<file path="config.mk">
export PLATFORM = sky130hd
export DESIGN_NAME = tfe_mac_engine
export DESIGN_NICKNAME = d
export VERILOG_FILES = /design/src/rtl/tfe_pkg.sv /design/src/rtl/tfe_weight_buf.sv /design/src/rtl/tfe_mac_engine.sv
export SDC_FILE = /design/constraint.sdc
export NUM_CORES = 1
export LEC_CHECK = 0
export BUFFER_PORTS_ARGS = -buffer_cell sky130_fd_sc_hd__buf_2
export CORE_AREA = 2 2 169 171
export DETAILED_ROUTE_END_ITERATION = 16
export DIE_AREA = 0 0 171 173
export MAX_ROUTING_LAYER = met4
export PLACE_DENSITY = 0.63
export SLEW_MARGIN = 5
export SYNTH_ARGS = -nofsm -noshare
export SYNTH_HDL_FRONTEND = slang
export SYNTH_SLANG_ARGS = --single-unit
</file>
<file path="constraint.sdc">
create_clock -name clk -period 8.35 [get_ports clk]
set_input_delay 0.4175 -clock clk [delete_from_list [all_inputs] [get_ports clk]]
set_output_delay 0.4175 -clock clk [all_outputs]
set_load 0.05 [all_outputs]
</file>
<file path="src/rtl/tfe_pkg.sv">
// Shared types and sizing helpers for the TensorFlowE MAC engine.
// Optional feature macro: TFE_SATURATE_EN (saturating accumulate).
package tfe_pkg;

    localparam int TFE_DATA_W = 8;
    localparam int TFE_ACC_W  = 24;
    localparam int TFE_DEPTH  = 16;

    typedef enum logic {
        IDLE  = 1'b0,
        DRAIN = 1'b1
    } tfe_state_t;

    function automatic int nbeats(input int acc_w, input int data_w);
        return acc_w / data_w;
    endfunction

    function automatic int prod_w(input int data_w);
        return 2 * data_w;
    endfunction

    function automatic int ptr_w(input int depth);
        return (depth > 1) ? $clog2(depth) : 1;
    endfunction

endpackage

</file>
<file path="src/rtl/tfe_weight_buf.sv">
// Weight register file: one write port, one combinational read port.
// Storage is intentionally not reset.
module tfe_weight_buf
    import tfe_pkg::*;
#(
    parameter int DATA_W = TFE_DATA_W,
    parameter int DEPTH  = TFE_DEPTH,
    parameter int PTR_W  = ptr_w(TFE_DEPTH)
) (
    input  logic              clk,
    input  logic              we,
    input  logic [PTR_W-1:0]  waddr,
    input  logic [DATA_W-1:0] wdata,
    input  logic [PTR_W-1:0]  raddr,
    output logic [DATA_W-1:0] rdata
);

    logic [DATA_W-1:0] mem [DEPTH];

    // Write one weight per enabled cycle
    always_ff @(posedge clk) begin
        if (we) begin
            mem[waddr] <= wdata;
        end
    end

    assign rdata = mem[raddr];

endmodule

</file>
<file path="src/rtl/tfe_mac_engine.sv">
// TensorFlowE MAC engine: weight buffer, 2-stage MAC pipeline, drain shifter.
// Optional feature macro: TFE_SATURATE_EN (clamp accumulator, sticky sat_flag).
module tfe_mac_engine
    import tfe_pkg::*;
#(
    parameter int DATA_W = TFE_DATA_W,
    parameter int ACC_W  = TFE_ACC_W,
    parameter int DEPTH  = TFE_DEPTH
) (
    input  logic              clk,
    input  logic              rst,
    input  logic [DATA_W-1:0] data_in,
    input  logic              wr_en,
    input  logic              acc_en,
    input  logic              rd_en,
    input  logic              clear,
    output logic [DATA_W-1:0] data_out,
    output logic              out_valid,
    output logic              busy,
    output logic              acc_done,
    output logic              sat_flag
);

    localparam int PROD_W = prod_w(DATA_W);
    localparam int PTR_W  = ptr_w(DEPTH);
    localparam int NBEATS = nbeats(ACC_W, DATA_W);
    localparam int CNT_W  = $clog2(NBEATS + 1);

    tfe_state_t               state;
    logic [PTR_W-1:0]         w_ptr;
    logic [PTR_W-1:0]         a_ptr;
    logic [PTR_W:0]           w_count;
    logic [PTR_W:0]           w_last;
    logic [DATA_W-1:0]        w_rdata;
    logic                     s1_valid;
    logic                     s1_last;
    logic signed [PROD_W-1:0] s1_prod;
    logic signed [ACC_W-1:0]  acc;
    logic signed [ACC_W-1:0]  acc_next;
    logic [ACC_W-1:0]         shreg;
    logic [CNT_W-1:0]         beat_left;
    logic                     do_rd;
    logic                     do_acc;
    logic                     do_wr;
    logic                     a_at_last;

    assign busy   = (state == DRAIN) | s1_valid;
    assign do_rd  = !clear && rd_en && !busy;
    assign do_acc = !clear && !rd_en && acc_en
                    && (state == IDLE) && (w_count != '0);
    assign do_wr  = !clear && !rd_en && !acc_en && wr_en
                    && (state == IDLE);

    assign w_last    = w_count - (PTR_W+1)'(1);
    assign a_at_last = ({1'b0, a_ptr} == w_last);

    tfe_weight_buf #(
        .DATA_W (DATA_W),
        .DEPTH  (DEPTH),
        .PTR_W  (PTR_W)
    ) u_wbuf (
        .clk   (clk),
        .we    (do_wr),
        .waddr (w_ptr),
        .wdata (data_in),
        .raddr (a_ptr),
        .rdata (w_rdata)
    );

`ifdef TFE_SATURATE_EN
    logic signed [ACC_W:0] sum_w;
    logic                  sat_hit;

    // Widened add, then clamp to the signed accumulator range
    always_comb begin
        sum_w    = (ACC_W+1)'(acc) + (ACC_W+1)'(s1_prod);
        sat_hit  = 1'b0;
        acc_next = sum_w[ACC_W-1:0];
        if (sum_w[ACC_W] != sum_w[ACC_W-1]) begin
            sat_hit  = 1'b1;
            acc_next = sum_w[ACC_W] ? {1'b1, {(ACC_W-1){1'b0}}}
                                    : {1'b0, {(ACC_W-1){1'b1}}};
        end
    end

    // Sticky saturation indicator, cleared only by clear or reset
    always_ff @(posedge clk or posedge rst) begin
        if (rst) begin
            sat_flag <= 1'b0;
        end else if (clear) begin
            sat_flag <= 1'b0;
        end else if (s1_valid && sat_hit) begin
            sat_flag <= 1'b1;
        end
    end
`else
    // Modular accumulate
    always_comb begin
        acc_next = acc + ACC_W'(s1_prod);
    end

    assign sat_flag = 1'b0;
`endif

    // Weight write pointer and loaded-entry count
    always_ff @(posedge clk or posedge rst) begin
        if (rst) begin
            w_ptr   <= '0;
            w_count <= '0;
        end else if (do_wr) begin
            w_ptr <= w_ptr + PTR_W'(1);
            if (w_count != (PTR_W+1)'(DEPTH)) begin
                w_count <= w_count + (PTR_W+1)'(1);
            end
        end
    end

    // MAC pipeline: stage1 multiply, stage2 accumulate
    always_ff @(posedge clk or posedge rst) begin
        if (rst) begin
            a_ptr    <= '0;
            s1_valid <= 1'b0;
            s1_last  <= 1'b0;
            s1_prod  <= '0;
            acc      <= '0;
            acc_done <= 1'b0;
        end else if (clear) begin
            a_ptr    <= '0;
            s1_valid <= 1'b0;
            s1_last  <= 1'b0;
            acc      <= '0;
            acc_done <= 1'b0;
        end else begin
            acc_done <= s1_valid & s1_last;
            if (s1_valid) begin
                acc <= acc_next;
            end
            s1_valid <= do_acc;
            if (do_acc) begin
                s1_prod <= $signed(data_in) * $signed(w_rdata);
                s1_last <= a_at_last;
                a_ptr   <= a_at_last ? '0 : a_ptr + PTR_W'(1);
            end
        end
    end

    // Drain FSM: snapshot acc and shift it out LS slice first
    always_ff @(posedge clk or posedge rst) begin
        if (rst) begin
            state     <= IDLE;
            shreg     <= '0;
            beat_left <= '0;
            data_out  <= '0;
            out_valid <= 1'b0;
        end else if (clear) begin
            state     <= IDLE;
            beat_left <= '0;
            data_out  <= '0;
            out_valid <= 1'b0;
        end else begin
            unique case (state)
                IDLE: begin
                    if (do_rd) begin
                        state     <= DRAIN;
                        data_out  <= acc[DATA_W-1:0];
                        shreg     <= $unsigned(acc) >> DATA_W;
                        beat_left <= CNT_W'(NBEATS - 1);
                        out_valid <= 1'b1;
                    end
                end
                DRAIN: begin
                    if (beat_left == '0) begin
                        state     <= IDLE;
                        data_out  <= '0;
                        out_valid <= 1'b0;
                    end else begin
                        data_out  <= shreg[DATA_W-1:0];
                        shreg     <= shreg >> DATA_W;
                        beat_left <= beat_left - CNT_W'(1);
                    end
                end
            endcase
        end
    end

endmodule
</file>
## Word level (Yosys, flattened, before mapping)

Memories as Yosys holds them, arrays and structs flattened.
Index checks and enable logic that the tools add are counted.

| storage, ports and cells | value |
|---|---|
| output and inout port bits | 12 |
| memories | 1 |
| bits in writable memories | 128 |
| bits in registers | 92 |

Memory list:

| memory | depth | bits a word | rd ports | clocked after memory_dff | wr ports | RTL line | text |
|---|---|---|---|---|---|---|---|
| u_wbuf.mem | 16 | 8 | 1 | 0 | 1 | tfe_weight_buf.sv:18 | `logic [DATA_W-1:0] mem [DEPTH];` |

| operators by class | value |
|---|---|
| equality and inequality tests | 7 |
| multipliers | 1 |
| reductions and logical operators | 22 |
| bitwise logic cells | 4 |
| mux-type cells | 30 |
| $add $sub $neg | 6 |

Operator list:

| operator | number |
|---|---|
| 24-bit two-way mux | 4 |
| 24-bit case mux with 2 select lines | 1 |
| 24-bit by 16-bit adder with 24-bit output | 1 |
| 8-bit two-way mux | 3 |
| 8-bit by 8-bit multiplier with 16-bit output | 1 |
| 8-bit case mux with 2 select lines | 1 |
| 1-bit two-way mux | 12 |
| 4-bit two-way mux | 3 |
| 1-bit logical AND | 9 |
| 4-bit by 1-bit adder with 4-bit output (second input constant) | 2 |
| 2-bit AND reduction | 4 |
| 2-bit two-way mux | 3 |
| 3-bit != test (second input constant) | 2 |
| 5-bit by 1-bit adder with 5-bit output (second input constant) | 1 |
| 4-bit by 5-bit == test with 1-bit output | 1 |
| 5-bit != test (second input constant) | 1 |
| 5-bit nonzero test | 1 |
| 5-bit by 1-bit subtractor with 5-bit output (second input constant) | 1 |
| 1-bit logical NOT | 4 |
| 2-bit != test (second input constant) | 2 |
| 1-bit case mux with 2 select lines | 2 |
| 2-bit case mux with 2 select lines | 1 |
| 2-bit nonzero test | 2 |
| 3-bit by 2-bit != test with 1-bit output (second input constant) | 1 |
| other kinds (6) | 7 |

## Depth between registers and ports, before layout

Gate-level depths: netlist (run 1).

| logic depth | value |
|---|---|
| word-level depth | 7 |
| gate-level depth with buffers | 22 |
| depth with buffers taken out | 20 |

## Modules after synthesis

From an unflattened synthesis (run 1), not the netlist that was laid out.

| unflattened totals | value |
|---|---|
| cell total of the unflattened synthesis | 983 |
| area, all modules | 12155.4 um^2 |

Modules (own cells, without submodules):

| module | area each (um^2) | instances | cells an instance |
|---|---|---|---|
| tfe_mac_engine | 7168.1 | 1 | 762 |
| tfe_weight_buf | 4987.3 | 1 | 221 |

## Worst setup path after synthesis (run 1)

No wires, ideal clock.

| path | value |
|---|---|
| path kind | register to register |
| start | reg a_ptr[0] |
| end | reg s1_prod[15] |
| path slack | 2.366 ns |
| arrival time | 5.849 ns |
| data required time | 8.215 ns |
| library setup time | 0.135 ns |
| period minus slack after synthesis | 5.984 ns |
| cell stages (with the launch flop) | 22 |
| path through | dfrtp_1 -> buf_4 -> buf_2 -> mux4_2 -> mux4_2 -> nand2_1 -> inv_1 -> fa_1 -> inv_1 -> fa_1 -> inv_1 -> fa_1 -> inv_1 -> fa_1 -> inv_1 -> ha_1 -> nand3_1 -> nor3b_1 -> a2111oi_0 -> a21oi_1 -> xnor2_1 -> o21ai_0 |

| on the way | value |
|---|---|
| longest elaborated chain between the ends | 2 |

Ends and longest elaborated chain:

| item | RTL line | text |
|---|---|---|
| start, declared | tfe_mac_engine.sv:31 | `logic [PTR_W-1:0] a_ptr;` |
| start signal, assigned | tfe_mac_engine.sv:142 | `a_ptr <= a_at_last ? '0 : a_ptr + PTR_W'(1);` |
| memory 16 x 8 bit | - |  |
| 8-bit by 8-bit multiplier with 16-bit output | tfe_mac_engine.sv:140 | `s1_prod <= $signed(data_in) * $signed(w_rdata);` |
| end signal, assigned | tfe_mac_engine.sv:140 |  |
| end, declared | tfe_mac_engine.sv:37 | `logic signed [PROD_W-1:0] s1_prod;` |

No other way between the ends.
A chain may end at the register's enable or synchronous reset.

## Worst setup path in the final report (run 1)

Ends and elaborated chain as after synthesis.

==> run metrics, run 1 <==
first-pass GRT wire length=about 43 mm; Total Wirelength=25.6 mm; Top FF cell, synth=edfxtp_1; DR vias=7580; final hold violation count=0; Layout area overhead=9.98%; root buffer cell=clkbuf_16; reg2reg end=s1_prod[15]; Hold Crit Class=in2async; Routed Antenna Nets=0; HPWL after DPL=17.6 mm; initial antenna violation count=0; crit path from=a_ptr[0]; number of hold buffers added after cts=0; Max-Cap Viols=0; clock buffer depth=3; number of cell rows=between 60 and 70; Nets=between 1000 and 1500; Logic pwr share=45.0%; Leak=between 5 and 6 nW; Worst Tran Pin Value=approximately 1.1 ns; DRT iter0 DRCs=~470; ant diodes=0; Tot GR Track Use=between 10% and 20%; worst skew pair latency=0.50 ns; number of synthesized flops with an enable pin=approximately 130; asr flop ratio synth=about 40%; Syn Area/Cell=12.3 sq um; drt pass-1 iters=5; Warnings, synthesis=0; RSZ-0062 raised after global routing=no; fmax=approximately 0.15 GHz; CP max-delay cell=dfrtp_2; Final min period=about 6.7 ns; IO buf count=24; vias per std cell=roughly 5.3; FF-to-FF path depth=19; gr ovfl total=0; r2r setup slk=~1.7 ns; Worst Setup EP=s1_prod[15]; Slew HR=between 20 and 30%; P_sw=around 1.5 mW; post_cts resized=0; CP cell instances=buf_4, mux4_2, mux4_2, and2_1, fa_1, inv_1, fa_1, inv_1, fa_1, inv_1, fa_1, inv_1, ha_1, nand3_1, nor3b_1, a2111oi_0, a21oi_1, xnor2_1, o21ai_0; clock slew at reported path FFs=~0.06 ns; drt wl/cell=between 15 and 20 um; htree depth=1; outcome=finished, final reports clean; number of clock sinks=between 200 and 250; layout cells sized above 1=between 10% and 20%; Clock Power Share=roughly a quarter; largest net degree at the start of global routing=85; max incr delay on CP=around 0.84 ns; CP Launch Type=flop; # DRC=0; Switching Share=between 30% and 40%; Crit Path Class=reg2reg; cells after synthesis=about 1000; fin. max-slew vios=0; CTS Buf Count=23; GPL Wtd Cong=roughly 0.83; fin cells=~1400; Placed Instances=1381; sequential fraction of design power=roughly 31%; worst-path maximum fanout=23; worst vdd ir=0.174 mV; Yosys reg bits=212; Unique masters post-synth=between 70 and 80; Horiz. Die Dim=between 150 and 200 um; P per Cell Area=roughly 310 nW/um^2; fin crit share=roughly 80%; Finish-stage setup viols=0; CTS tree=yes; Post-CTS Setup Bufs=0; Die H=approximately 170 um; Critical Path RT=slightly below 9 ns; register area share after synthesis=approximately half; Internal Dissipation=roughly 2.6 mW; filler instances=2460; IO Pins=26; cell area after synthesis=about 12000 sq um; reg-to-reg critical path startpoint=a_ptr[0]; worst endpoint data arrival time=7.03 ns; crit path capture type=flop; setup TNS=0 ns; vias in the first global route=roughly 7800; placed cell area=12800 sq um; syn_nets=1133; initial core utilization=44.5%; core area=27600 sq um; final instance area=13500 sq um; Die ar.=29600 sq um; Final Skew=approximately 0.017 ns
-- critical path, delay by kind of cell, from the launching register on --
family	cells	cell delay, ns
DFF	1	0.84
and+or+nand+nor	3	0.36
xor gates and xnor gates	1	0.17
muxes	2	1.08
AOI/OAI and AO/OA	3	0.86
buffers and inverters	5	0.60
adders and majority gates	5	2.57
-- metrics by stage --
step | power (mW) | worst slack (ns) | utilization [%] | hold slack, ns
floorplan | 2.84 | 2.37 | - | 0.438
global placement | 3.17 | 1.66 | 46.4 | 0.451
detailed placement | 3.19 | 1.62 | 46.4 | 0.456
CTS | 4.18 | 1.60 | 49.0 | 0.294
global route | 4.53 | 1.23 | 49.0 | 0.344
finish | 4.14 | 1.69 | 49.0 | 0.244
-- worst min-delay path by stage --
| stage | cells past startpoint | to | slack (ns) | startpoint |
|---|---|---|---|---|
| 6_report | 3 | w_count[4] | 0.24 | rst |
| 5_1_grt | 3 | w_ptr[1] | 0.34 | rst |
| 4_1_cts | 3 | w_count[4] | 0.29 | rst |
| 3_5_place_dp | 2 | shreg[9] | 0.46 | shreg[9] |
| 3_3_place_gp | 2 | shreg[8] | 0.45 | shreg[8] |
| 2_1_floorplan | 2 | shreg[10] | 0.44 | shreg[10] |
-- layout make-up --
type / count / area [sq um] / share of cell area [%]
Clock inverter: 9 / 97.6 / 0.721
Tap cell: 378 / 473 / 3.50
Clock buffer: 28 / 614 / 4.54
Timing Repair Buffer: 33 / 188 / 1.39
Sequential cell: 212 / 5950 / 44.0
Multi-Input combinational cell: 661 / 5840 / 43.2
Inverter: 97 / 365 / 2.70
-- routing by layer --
| layer | part of all wire, % | track usage (%) |
|---|---|---|
| met1 | 47 | 27.0 |
| met2 | 46 | 28.7 |
| met3 | 5.3 | 2.49 |
| met4 | 1.6 | 3.81 |
| met5 | 0 | - |
-- power by group through the flow --
stage / registers (mW) / clock network, mW / logic [mW]
floorplan: 1.27 / 0 / 1.56
global placement: 1.32 / 0 / 1.85
detailed placement: 1.32 / 0 / 1.87
CTS: 1.30 / 1.00 / 1.88
global route: 1.31 / 1.04 / 2.18
finish: 1.30 / 0.977 / 1.86
-- registers in the layout (all words and copies together) (netlist names) --
name,flops
s1_last,1
acc,24
out_valid,1
data_out,8
w_ptr,4
w_count,5
shreg,16
s1_valid,1
u_wbuf.mem,128
s1_prod,16
acc_done,1
beat_left,2
a_ptr,4
state,1
-- cell families after synthesis --
| family | Yosys count | share of synthesized area, % |
|---|---|---|
| AO/OA/AOI/OAI | 157 | 8.71 |
| XOR/XNOR | 37 | 2.63 |
| adder cells (fa/ha/maj) | 117 | 15.3 |
| buffers and inverters | 129 | 4.16 |
| flip-flops | 212 | 48.3 |
| multiplexers | 59 | 8.89 |
| other | 1 | 0.0305 |
| AND/OR/NAND/NOR | 290 | 11.9 |
-- synth_stat cells, types with 11 or more instances --
library cell | count | area share (%)
fa_1 | 56 | 9.1
a21o_1 | 16 | 0.98
edfxtp_1 | 128 | 31
clkbuf_1 | 19 | 0.58
a21oi_1 | 28 | 1.1
ha_1 | 61 | 6.2
nor2_1 | 42 | 1.3
dfrtp_1 | 84 | 17
inv_1 | 94 | 2.9
xor2_1 | 11 | 0.78
xnor2_1 | 26 | 1.9
o21ai_0 | 37 | 1.5
mux4_2 | 40 | 7.3
mux2i_1 | 17 | 1.4
and2_1 | 60 | 3.1
nor3_1 | 12 | 0.49
nand2_1 | 108 | 3.3
-- cell usage in the layout, fill, tap and decap left out, types with 3 or more instances in the layout --
cell type / synthesis / final
xor2_1: 11 / 11
and2_1: 60 / 60
nor2b_1: 8 / 8
dfrtp_1: 84 / 83
clkinv_2: 0 / 6
mux2i_1: 17 / 17
o21a_1: 6 / 6
a211oi_1: 9 / 9
mux4_2: 40 / 40
a21o_1: 16 / 16
nor2_1: 42 / 42
o31ai_1: 9 / 9
clkbuf_16: 0 / 23
nand3b_1: 9 / 9
nand4_1: 5 / 5
o21ai_0: 37 / 37
inv_1: 94 / 93
a21oi_1: 28 / 28
buf_4: 3 / 9
a22oi_1: 9 / 9
nand2b_1: 4 / 4
xnor2_1: 26 / 26
o211ai_1: 6 / 6
clkbuf_1: 19 / 3
buf_2: 7 / 24
edfxtp_1: 128 / 128
o21bai_1: 4 / 4
and3_1: 9 / 9
or2_2: 5 / 5
or4_1: 4 / 4
fa_1: 56 / 56
ha_1: 61 / 61
a31o_2: 4 / 4
nand2_1: 108 / 108
nand3_1: 10 / 10
nor3_1: 12 / 12
a31oi_1: 5 / 5
Note: power is estimated with default switching activity, not from simulation.
==> inputs of run 2 (changes only) <==
--- a/config.mk
+++ b/config.mk
@@ -5,12 +5,13 @@
 export SDC_FILE = /design/constraint.sdc
 export NUM_CORES = 1
 export LEC_CHECK = 0
+export ABC_AREA = 1
 export BUFFER_PORTS_ARGS = -buffer_cell sky130_fd_sc_hd__buf_2
-export CORE_AREA = 2 2 169 171
+export CORE_AREA = 2 2 173 175
 export DETAILED_ROUTE_END_ITERATION = 16
-export DIE_AREA = 0 0 171 173
+export DIE_AREA = 0 0 175 177
 export MAX_ROUTING_LAYER = met4
-export PLACE_DENSITY = 0.63
+export PLACE_DENSITY = 0.65
 export SLEW_MARGIN = 5
 export SYNTH_ARGS = -nofsm -noshare
 export SYNTH_HDL_FRONTEND = slang
==> constraint.sdc (replaced) <==
create_clock -name clk -period 5.41 [get_ports clk]
set_input_delay 0.2705 -clock clk [delete_from_list [all_inputs] [get_ports clk]]
set_output_delay 0.2705 -clock clk [all_outputs]
set_load 0.05 [all_outputs]
==> run 2 against run 1 <==
Clock skew fell by 0.0016 ns. Wire length rose by 17%. Sequential power rose by 55%. Sequential share of layout area fell by 2.4 points. First-iteration DRC count rose by 63%. Combinational power rose by 35%. Critical path depth rose by 5. Critical path type unchanged. Hold slack got worse by 0.18 ns. Cell area rose by 5.9%. Register-to-register slack got worse by 1.4 ns.
==> run metrics, run 2 <==
Total Wirelength=30.0 mm (+17%); most used cell, CP=nand3_1; Max-Cap Viols=0 (unchanged); Leak=6.58 nW (+16%); Top FF cell, synth=edfxtp_1; outcome=finished, final reports clean; HPWL after DPL=21.5 mm (+23%); worst skew pair latency=0.54 ns (+0.04 ns); drt pass-1 iters=7 (+2); most common cell after layout, fill and taps aside=nand2_1; GPL Wtd Cong=0.908 (+8.7%); final hold violation count=0 (unchanged); Core Util, Final=49.0% (about the same); crit path capture type=flop; worst vdd ir=0.233 mV (+34%); Final min period=5.08 ns (-1.57 ns); Largest regs=u_wbuf.mem: 128 flops, acc: 24 flops; r2r setup slk=0.33 ns (-1.37 ns); register area share after synthesis=45.9% (-2.4 points); DRT iter0 DRCs=774 (+63%); setup TNS=0 ns (unchanged); CTS tree=yes; IO buf count=24 (unchanged); Hold Crit Depth=3; synth cell count leaders=nand2_1 (353), inv_1 (217), nor2_1 (215); Nets=1657 (+43%); Layout area overhead=10.6%; clock slew at reported path FFs=0.06 ns (about the same); worst endpoint data arrival time=5.49 ns (-1.54 ns); Routed Antenna Nets=0 (unchanged); IO Pins=26 (unchanged); cells after synthesis=1499 (+50%); CP cell instances=buf_4, nor2_1, o21ai_0, o211ai_1, nand3_1, nand2_2, nand2_2, inv_1, fa_1, inv_2, fa_1, inv_1, fa_1, inv_1, fa_1, inv_1, ha_1, nand2_1, nor2_1, nand3_1, nand3_1, nand3_1, nand3_1, nand2_1; most frequent cells in the layout=nand2_1 (347), inv_1 (213), nor2_1 (210); layout cells sized above 1=6.93% (-5.8 points); Slew HR=16.0% (-12 points); RSZ-0062 raised after global routing=no; crit path from=a_ptr[1]; Die ar.=31000 sq um (+4.7%); Finish-stage setup viols=0 (unchanged); Syn Area/Cell=8.64 sq um (-30%); vias in the first global route=9780 (+26%); Synth top area share=29.7% (-1.6 points); Worst Tran Pin Value=1.25 ns (+0.174 ns); asr flop ratio synth=39.6% (unchanged); CP max-delay cell=fa_1; hold_sp=rd_en; Warnings, synthesis=0 (unchanged); Yosys top cell by area=edfxtp_1; reg2reg end=s1_prod[15]; # DRC=0 (unchanged); drt wl/cell=15.5 um (-14%); Die H=177 um (+2.3%); Unique masters post-synth=41 (-42%); Final Skew=0.0154 ns (-0.00157 ns); core area=29200 sq um (+5.8%); number of clock sinks=212 (unchanged); fin cells=1934 (+36%); CP Launch Type=flop; synth top area cells=edfxtp_1 (30%), dfrtp_1 (16%), nand2_1 (10%), fa_1 (8.7%), inv_1 (6.3%); WHS Endpoint=out_valid; fmax=0.197 GHz (+31%); Largest register FFs=128 (unchanged); Tot GR Track Use=20.7% (+1.9 points); number of hold buffers added after cts=0 (unchanged); Hold Crit Class=in2reg; Critical Path RT=5.82 ns (-2.90 ns); most frequent cell after synthesis=nand2_1; fin. max-slew vios=0 (unchanged); Placed Instances=1889 (+37%); worst-path maximum fanout=17 (-26%); cell area after synthesis=13000 sq um (+5.3%); Crit Path Class=reg2reg; Most flops, register=u_wbuf.mem; FF-to-FF path depth=24 (+5); initial antenna violation count=0 (unchanged); max incr delay on CP=0.57 ns (-0.27 ns); ant diodes=0 (unchanged); largest net degree at the start of global routing=85 (unchanged); P per Cell Area=422 nW/um^2 (+38%); gr ovfl total=0 (unchanged); vias per std cell=5.09 (-4.7%); number of cell rows=63 (+3.3%); number of synthesized flops with an enable pin=128 (unchanged); root buffer cell=clkbuf_16; reg-to-reg critical path startpoint=a_ptr[1]; fin crit share=93.9% (+14 points); Horiz. Die Dim=175 um (+2.3%); first-pass GRT wire length=50.0 mm (+17%); syn_nets=1630 (+44%); initial core utilization=44.3% (-0.22 points); DR vias=9851 (+30%); CTS Buf Count=24 (+4.3%); clock buffer depth=3 (unchanged); Yosys reg bits=212 (unchanged); htree depth=1 (unchanged)
[run 2: timing repair]
item | CTS | global route
hold endpoints to repair | 0 | 0
setup buffers | 0 | 1
setup endpoints to repair | 0 | 6
gates resized for setup | 0 | 23
[run 2: area by class of cell]
type	instances	area, sq um
clock buffer	34	658
clock inverter	10	77.6
fill	2751	14900
inverter	227	860
multi-input combinational	1020	5990
sequential	212	5950
tap	390	488
timing repair buffer	41	297
[run 2: how the worst max path moves through the flow]
stage | to | slack, ns | depth (start not counted)
3_5_place_dp | s1_prod[12] | 0.19 | 21
4_1_cts | s1_prod[12] | 0.17 | 21
3_3_place_gp | s1_prod[13] | 0.21 | 23
2_1_floorplan | s1_prod[15] | 0.54 | 25
6_report | s1_prod[15] | 0.33 | 24
5_1_grt | s1_prod[13] | 0.001 | 24
[run 2: critical path: cells and delay by family, from the launching register on]
family / cells / cell delay, ns
flip-flops: 1 / 0.45
buffers and inverters: 6 / 0.56
AND/OR/NAND/NOR: 11 / 1.20
AO/OA/AOI/OAI: 2 / 0.23
adder cells (fa/ha/maj): 5 / 2.51
[run 2: metrics by stage]
step	total power, mW	hold slack (ns)	cell area (sq um)	setup WS (ns)
after floorplan	4.00	0.368	13000	0.542
after global placement	4.49	0.478	13500	0.212
after detailed placement	4.53	0.482	13500	0.192
after CTS	6.06	0.0436	14200	0.171
after global routing	6.57	0.0761	14300	0.00139
final	6.04	0.0655	14300	0.328
[run 2: per-layer routing]
layer	wire, um	vias to the layer above	part of all wire [%]	track usage (%)
met5	0	-	0	-
met4	529	0	1.8	4.86
met3	1440	38	4.8	2.15
met2	13800	240	46	32.8
met1	14200	4684	47	28.9
li1	-	4889	-	-
[run 2: logic make-up after synthesis]
group           synth area share, %
flops                          45.9
other cells                  0.0289
xor+xnor                       1.22
fa+ha+maj                      14.5
compound gates                 9.31
simple gates                   20.9
buf+inv                        8.09
[run 2: power breakdown]
part,switching (mW),leakage [nW],internal (mW)
registers,0.144,2.23,1.88
logic,1.59,3.99,0.918
clock network,0.660,0.356,0.854
